===== config.mk =====
export PLATFORM = sky130hd
export DESIGN_NAME = rotation_cordic
export DESIGN_NICKNAME = d
export VERILOG_FILES = /design/src/rtl/rotation_cordic.sv
export SDC_FILE = /design/constraint.sdc
export NUM_CORES = 1
export LEC_CHECK = 0
export ABC_AREA = 1
export ABC_CLOCK_PERIOD_IN_PS = 3850
export BUFFER_PORTS_ARGS = -buffer_cell sky130_fd_sc_hd__buf_2
export CORE_MARGIN = 10
export CORE_UTILIZATION = 45
export DETAILED_ROUTE_END_ITERATION = 7
export MAX_ROUTING_LAYER = met4
export PLACE_DENSITY = 0.63
export SLEW_MARGIN = 40
export SYNTH_ARGS = -nofsm -noshare
export SYNTH_HDL_FRONTEND = slang
export SYNTH_SLANG_ARGS = --single-unit

===== constraint.sdc =====
create_clock -name clk -period 3.85 [get_ports clk]
set_clock_uncertainty 0.2 [all_clocks]
set_input_delay 0.385 -clock clk [delete_from_list [all_inputs] [get_ports clk]]
set_output_delay 0.385 -clock clk [all_outputs]
set_load 0.1 [all_outputs]

===== src/rtl/rotation_cordic.sv =====
// Iterative rotation-mode CORDIC: polar (magnitude, angle in radians) to Cartesian x/y.
// Gain is pre-compensated on the magnitude; angles outside +/-pi/2 are folded by pi first.
module rotation_cordic #(
  parameter int NUMBER_OF_ITERATIONS = 7,
  parameter int INT_WIDTH            = 6,
  parameter int FRACT_WIDTH          = 12
) (
  input  logic                                      clk,
  input  logic                                      rst_n,
  input  logic                                      rotation_cordic_enable,
  input  logic signed [INT_WIDTH+FRACT_WIDTH-1:0]   input_mag,
  input  logic signed [INT_WIDTH+FRACT_WIDTH-1:0]   input_angle,
  output logic                                      rotation_cordic_valid,
  output logic signed [INT_WIDTH+FRACT_WIDTH-1:0]   output_1,
  output logic signed [INT_WIDTH+FRACT_WIDTH-1:0]   output_2
);

  localparam int DW = INT_WIDTH + FRACT_WIDTH;
  localparam int XW = DW + 2;
  localparam int ZW = DW + 1;
  localparam int CW = $clog2(NUMBER_OF_ITERATIONS + 1);
  localparam logic [CW-1:0] LAST_ITER = CW'(NUMBER_OF_ITERATIONS - 1);

  function automatic logic signed [31:0] to_fract(input logic signed [31:0] c16);
    int sh;
    sh = 16 - FRACT_WIDTH;
    if (sh == 0) begin
      to_fract = c16;
    end else begin
      to_fract = (c16 + (32'sd1 <<< (sh - 1))) >>> sh;
    end
  endfunction

  function automatic logic signed [31:0] atan16(input logic [CW-1:0] idx);
    case (int'(idx))
      0:       atan16 = 32'sd51472;
      1:       atan16 = 32'sd30386;
      2:       atan16 = 32'sd16055;
      3:       atan16 = 32'sd8150;
      4:       atan16 = 32'sd4091;
      5:       atan16 = 32'sd2047;
      6:       atan16 = 32'sd1024;
      7:       atan16 = 32'sd512;
      8:       atan16 = 32'sd256;
      9:       atan16 = 32'sd128;
      10:      atan16 = 32'sd64;
      11:      atan16 = 32'sd32;
      default: atan16 = 32'sd0;
    endcase
  endfunction

  localparam logic signed [DW-1:0] K_Q    = DW'(to_fract(32'sd39797));
  localparam logic signed [ZW-1:0] PI_Z   = ZW'(to_fract(32'sd205887));
  localparam logic signed [ZW-1:0] HPI_Z  = ZW'(to_fract(32'sd102944));
  localparam logic signed [XW-1:0] SAT_HI = XW'((64'sd1 <<< (DW - 1)) - 64'sd1);
  localparam logic signed [XW-1:0] SAT_LO = ~SAT_HI;

  function automatic logic signed [DW-1:0] sat(input logic signed [XW-1:0] v);
    if (v > SAT_HI) begin
      sat = SAT_HI[DW-1:0];
    end else if (v < SAT_LO) begin
      sat = SAT_LO[DW-1:0];
    end else begin
      sat = v[DW-1:0];
    end
  endfunction

  typedef enum logic [1:0] {
    S_IDLE   = 2'd0,
    S_ROTATE = 2'd1,
    S_DONE   = 2'd2
  } state_t;

  state_t                 state_r;
  logic signed [XW-1:0]   x_r, y_r;
  logic signed [ZW-1:0]   z_r;
  logic [CW-1:0]          iter_r;

  logic signed [2*DW-1:0] prod_s;
  logic signed [XW-1:0]   xk_s, x0_s;
  logic signed [ZW-1:0]   ang_s, z0_s;
  logic signed [XW-1:0]   x_sh_s, y_sh_s, x_nxt_s, y_nxt_s;
  logic signed [ZW-1:0]   atan_s, z_nxt_s;

  // Operand conditioning: gain pre-scale and quadrant fold applied at the capture edge
  always_comb begin
    prod_s = (2*DW)'(input_mag) * (2*DW)'(K_Q);
    xk_s   = XW'(prod_s >>> FRACT_WIDTH);
    ang_s  = ZW'(input_angle);
    if (ang_s > HPI_Z) begin
      z0_s = ang_s - PI_Z;
      x0_s = -xk_s;
    end else if (ang_s < -HPI_Z) begin
      z0_s = ang_s + PI_Z;
      x0_s = -xk_s;
    end else begin
      z0_s = ang_s;
      x0_s = xk_s;
    end
  end

  // One micro-rotation, direction chosen by the sign of the residual angle
  always_comb begin
    atan_s = ZW'(to_fract(atan16(iter_r)));
    x_sh_s = x_r >>> iter_r;
    y_sh_s = y_r >>> iter_r;
    if (!z_r[ZW-1]) begin
      x_nxt_s = x_r - y_sh_s;
      y_nxt_s = y_r + x_sh_s;
      z_nxt_s = z_r - atan_s;
    end else begin
      x_nxt_s = x_r + y_sh_s;
      y_nxt_s = y_r - x_sh_s;
      z_nxt_s = z_r + atan_s;
    end
  end

  // Control FSM with datapath registers and registered, saturated outputs
  always_ff @(posedge clk or negedge rst_n) begin
    if (!rst_n) begin
      state_r               <= S_IDLE;
      x_r                   <= {XW{1'b0}};
      y_r                   <= {XW{1'b0}};
      z_r                   <= {ZW{1'b0}};
      iter_r                <= {CW{1'b0}};
      rotation_cordic_valid <= 1'b0;
      output_1              <= {DW{1'b0}};
      output_2              <= {DW{1'b0}};
    end else begin
      case (state_r)
        S_IDLE: begin
          rotation_cordic_valid <= 1'b0;
          if (rotation_cordic_enable) begin
            x_r     <= x0_s;
            y_r     <= {XW{1'b0}};
            z_r     <= z0_s;
            iter_r  <= {CW{1'b0}};
            state_r <= S_ROTATE;
          end
        end
        S_ROTATE: begin
          x_r    <= x_nxt_s;
          y_r    <= y_nxt_s;
          z_r    <= z_nxt_s;
          iter_r <= iter_r + CW'(1);
          if (iter_r == LAST_ITER) begin
            state_r <= S_DONE;
          end
        end
        S_DONE: begin
          output_1              <= sat(x_r);
          output_2              <= sat(y_r);
          rotation_cordic_valid <= 1'b1;
          state_r               <= S_IDLE;
        end
        default: begin
          rotation_cordic_valid <= 1'b0;
          state_r               <= S_IDLE;
        end
      endcase
    end
  end

endmodule

== Word-level counts from Yosys, hierarchy flattened ==
Memory sizes are Yosys's and may differ from the RTL's.
Cells that the tools add are included.
Storage, ports and cells
  output and inout bits: 37
  memories kept: 1
  memory bits (read-only): 128
  bits in registers: 101
  bits in writable memories: 0
  input port bits: 39
  word-level logic and storage cells: 61
  bits in latches: 0
Memories
  (name not given): depth 8, width 16, rd ports 1, clocked after memory_dff 0, wr ports 0, line 35  | case (int'(idx))
Operators by class
  reductions and logical operators: 4
  bitwise gates (word level): 0
  multiply operators: 1
  $lt $le $gt $ge: 6
  shift operators: 2
  equal/unequal tests: 5
  mux-type cells: 23
  div/mod/pow operators: 0
  $add $sub $neg: 11
Operator list (number)
  two-way mux 20 bit: 6
  one-hot mux 20 bit (2 select lines): 2
  two-way mux 19 bit: 4
  two-way mux 18 bit: 4
  adder 20 bit: 2
  > comparator 20 x 18 -> 1 bit, second input constant: 2
  less-than comparator 20 x 18 -> 1 bit, second input constant: 2
  >>> shifter 20 x 3 -> 20 bit: 2
  subtractor 20 bit: 2
  one-hot mux 19 bit (2 select lines): 1
  multiplier 18 x 13 -> 31 bit, second input constant: 1
  adder 23 x 5 -> 23 bit, second input constant: 1
  negator 19 -> 20 bit: 1
  adder 18 x 15 -> 19 bit, second input constant: 1
  adder 19 bit: 1
  subtractor 18 x 15 -> 19 bit, second input constant: 1
  subtractor 19 bit: 1
  > comparator 18 x 14 -> 1 bit, second input constant: 1
  less-than comparator 18 x 14 -> 1 bit, second input constant: 1
  one-hot mux 3 bit (2 select lines): 1
  two-way mux 2 bit: 2
  inequality test 2 bit, second input constant: 2
  one-hot mux 2 bit (2 select lines): 1
  AND reduction 2 bit: 2
  other kinds (8): 8

== Depth between registers and ports, before layout ==
  depth in word-level cells: 6
  depth in mapped cells: 32
  mapped depth without buffers: 32

== Worst setup path after synthesis ==
OpenSTA, ideal clock, no wires.
  path kind: input -> register
  start: input port input_mag[10]
  end: register x_r[18]
  buffers on the path: 0
  slack: -1.309 ns
  required time: 3.533 ns
  library setup time: 0.117 ns
  cell stages on the path: 28
  arrival time: 4.843 ns
  path through: ha_1 > inv_1 > fa_1 > inv_1 > fa_1 > fa_1 > inv_1 > fa_1 > inv_1 > ha_1 > nand2_2 > nor2_2 > inv_2 > nor3_2 > nand2_1 > nand3_2 > nand2_2 > nand2_2 > ha_1 > nand3_2 > nor2_2 > nand2_2 > o21bai_4 > nand4_1 > nand3_1 > nand2_1 > nand2_1 > nand2_1
Between the ends
  word-level cells in the longest chain between the ends: 6
Ends and longest elaborated chain
  start, declared: line 11  | input logic signed [INT_WIDTH+FRACT_WIDTH-1:0] input_mag,
  multiplier 18 x 13 -> 31 bit *: line 87  | prod_s = (2*DW)'(input_mag) * (2*DW)'(K_Q);
  negator 19 -> 20 bit: line 92, 95
  two-way mux 20 bit: line 93  | end else if (ang_s < -HPI_Z) begin
  two-way mux 20 bit *: line 90  | if (ang_s > HPI_Z) begin
  two-way mux 20 bit *: line 133  | if (rotation_cordic_enable) begin
  one-hot mux 20 bit (2 select lines) *: line 130  | case (state_r)
  end signal, assigned: line 122  | x_r <= {XW{1'b0}};
  end signal, assigned: line 134  | x_r <= x0_s;
  end signal, assigned: line 142  | x_r <= x_nxt_s;
  end, declared: line 75  | logic signed [XW-1:0] x_r, y_r;
Mark *: on every way between the ends. The rest lies on a longest branch, timed or not. The select of a mux whose other input is x is not followed.
A chain may end at the register's enable or synchronous reset.

== Worst setup path in the final report ==
  start: input port input_mag[9]
  end: register x_r[10]
The elaborated chain is that of the path after synthesis.

==> run metrics <==
Crit Path Class=primary input to register; hold_sp=input_angle[0]; worst reg2reg setup slack=-0.68 ns; average size of a mapped cell=6.67 sq um; Hold Violations, Final=0; reg2reg end=x_r[15]; number of max-cap violations=0; min Tclk post-route=5.14 ns; Fmax achieved=0.194 GHz; Mapped Nets=2655; synthesized area=15800 sq um; Critical Path Sink Type=register; Final Cycle Share=134%; Ant. Diodes=0; clock insertion delay at the later pin of the skew report=0.38 ns; Die Y=207 um; worst stage delay on the critical path=0.56 ns; CP max stage cell=fa_1; first-pass GRT wire length=89200 um; fin nets=3199; antenna-violating nets left=0; Final Non-Filler Cells=3370; Die Width=207 um; Critical R2R Launch=iter_r[0]; Slew Limit Fails=0; Final setup viols=42; final worst setup slack=-1.29 ns; clk sinks=101; Num CTS Buffers=9; DRC violations left=0; Initial Utilization=45.7%; DP Worst Slack=-1.74 ns; CTS tree=yes; Core Area=34500 sq um; WL final=56900 um; Post-synth EDFFs=0; actual slew at the worst max-slew pin=0.882 ns; Critical Path RT=3.88 ns; failing checks=setup timing; placed cell count=3266; Tot GR Track Use=25.7%; hold endpoint=z_r[0]; die area=42900 sq um; Seq/Total Area, Yosys=16.0%; Clock Tree Root=clkbuf_16; # rows=68; Slew headroom=41.1%; fraction of layout cells with a size suffix above 1=36.1%; Ports=76; drt first pass iters=5; vias post-DR=17487; Detailed Route Iter0 Violations=1256; routed vias/inst=5.19; Worst Hold Class=primary input to register; CP max FO=5; GRT overflow=0; yosys warns=0; predominant post-synthesis flop cell=dfrtp_1; htree depth=3; async set-reset flop share out of synthesis=100%; Placer Congestion=1.00; Reg clk slew, reported paths=0.07 ns; Gate Count Post-Synth=2366; Reg2Reg Depth=26; PortBufs=75; Worst setup SP type=primary input; Hold Path Depth=3; routed len/inst=16.9 um; hpwl dp=44200 um; number of global-route vias before repair=17057; Worst EP arrival=5.17 ns; initial antenna violation count=0; flops & latches, synth=101; RSZ-0062 raised after global routing=yes; unique cell type count in the Yosys netlist=56; status=finished with violations; synthesis-to-finish area growth=47.4%; CTS Buffer Depth=2; pin count of the biggest net entering global routing=62
[synth_stat cells, types with 28 or more instances]
library cell,n,area share (%)
inv_1,403,9.6
nand3_1,117,3.7
fa_1,90,11
o21ai_1,45,1.4
nor2_1,192,4.6
ha_1,160,13
xnor2_1,28,1.6
dfrtp_1,101,16
nand2_1,543,13
o21ai_0,176,5.6
xor2_1,50,2.8
a31oi_1,30,1.2
a21oi_1,152,4.8
clkbuf_1,32,0.76
[metrics by stage]
| step | utilization [%] | TNS, ns | hold slack (ns) | instance area, sq um |
|---|---|---|---|---|
| 2_1_floorplan | - | -17.82 | -0.111 | 16100 |
| 3_3_place_gp | 58.1 | -33.79 | 0.249 | 20100 |
| 3_5_place_dp | 58.1 | -35.51 | 0.260 | 20100 |
| 4_1_cts | 62.7 | -20.67 | 0.153 | 21700 |
| 5_1_grt | 67.3 | -33.05 | 0.160 | 23300 |
| 6_report | 67.3 | -25.46 | 0.139 | 23300 |
[state kept, by name, indices dropped and copies added (netlist names)]
name / cells
output_2: 18
state_r: 2
y_r: 20
output_1: 18
rotation_cordic_valid: 1
x_r: 20
z_r: 19
iter_r: 3
[cells by family after synthesis]
| kind of cell | synth area share (%) |
|---|---|
| and+or+nand+nor | 25.6 |
| buffers and inverters | 12.1 |
| AOI/OAI and AO/OA | 17.0 |
| adders and majority gates | 24.1 |
| DFF | 16.0 |
| xor gates and xnor gates | 4.33 |
| muxes | 0.825 |
[per-layer routing]
| metal | up-vias | part of all wire [%] | wire [um] | track usage, % |
|---|---|---|---|---|
| li1 | 8743 | - | - | - |
| met1 | 8256 | 45 | 25400 | 32.6 |
| met2 | 411 | 50 | 28200 | 44.0 |
| met3 | 77 | 3.7 | 2120 | 1.97 |
| met4 | 0 | 2.1 | 1200 | 5.19 |
| met5 | - | 0 | 0 | - |
[worst max path at each step]
stage	cells past startpoint	slack [ns]	from	end
CTS	29	-1.12	input_mag[10]	x_r[10]
global route	29	-1.46	input_mag[11]	x_r[10]
detailed placement	27	-1.74	input_mag[13]	x_r[10]
floorplan	28	-1.11	input_mag[9]	x_r[18]
finish	29	-1.29	input_mag[9]	x_r[10]
global placement	28	-1.69	input_mag[13]	x_r[16]
[placed cells by master, fill, tap and decap left out, types with 18 or more instances in the layout]
master / n
buf_4: 476
nand2_1: 461
inv_1: 369
nor2_1: 156
o21ai_0: 129
ha_1: 109
a21oi_1: 100
dfrtp_1: 100
fa_1: 88
nand3_1: 83
nand2_2: 69
buf_2: 67
o21ai_1: 57
ha_4: 48
xor2_1: 46
inv_2: 44
a21oi_2: 43
buf_6: 39
nand3_2: 36
o21ai_2: 32
a31oi_1: 28
nor2_4: 27
nor2_2: 26
nand2_4: 26
xnor2_1: 20
o22ai_1: 18
[what timing repair did]
item | CTS | global route
setup buffers | 43 | 52
hold buffers | 1 | 0
endpoints found under the setup margin | 41 | 45
pin swaps | 114 | 229
resized for setup | 222 | 323
endpoints found under the hold margin | 59 | 0
cloned | 3 | 1
[worst max-delay path: cells and delay by family]
family,cells,cell delay [ns]
AOI/OAI and AO/OA,2,0.30
adders and majority gates,7,2.75
buffers and inverters,6,0.35
and+or+nand+nor,14,1.37
[cell type report]
cell class / count / area (sq um)
inverters: 418 / 1590
multi-input cells: 1780 / 13600
repair buffers: 600 / 4690
clock inverters: 6 / 58.8
flip-flops and latches: 101 / 2530
well taps: 455 / 569
clock buffers: 10 / 229
fillers: 2929 / 11300
Power is not shown: default switching activity piles up to over one toggle a cycle in this logic, so the estimate is an artifact.
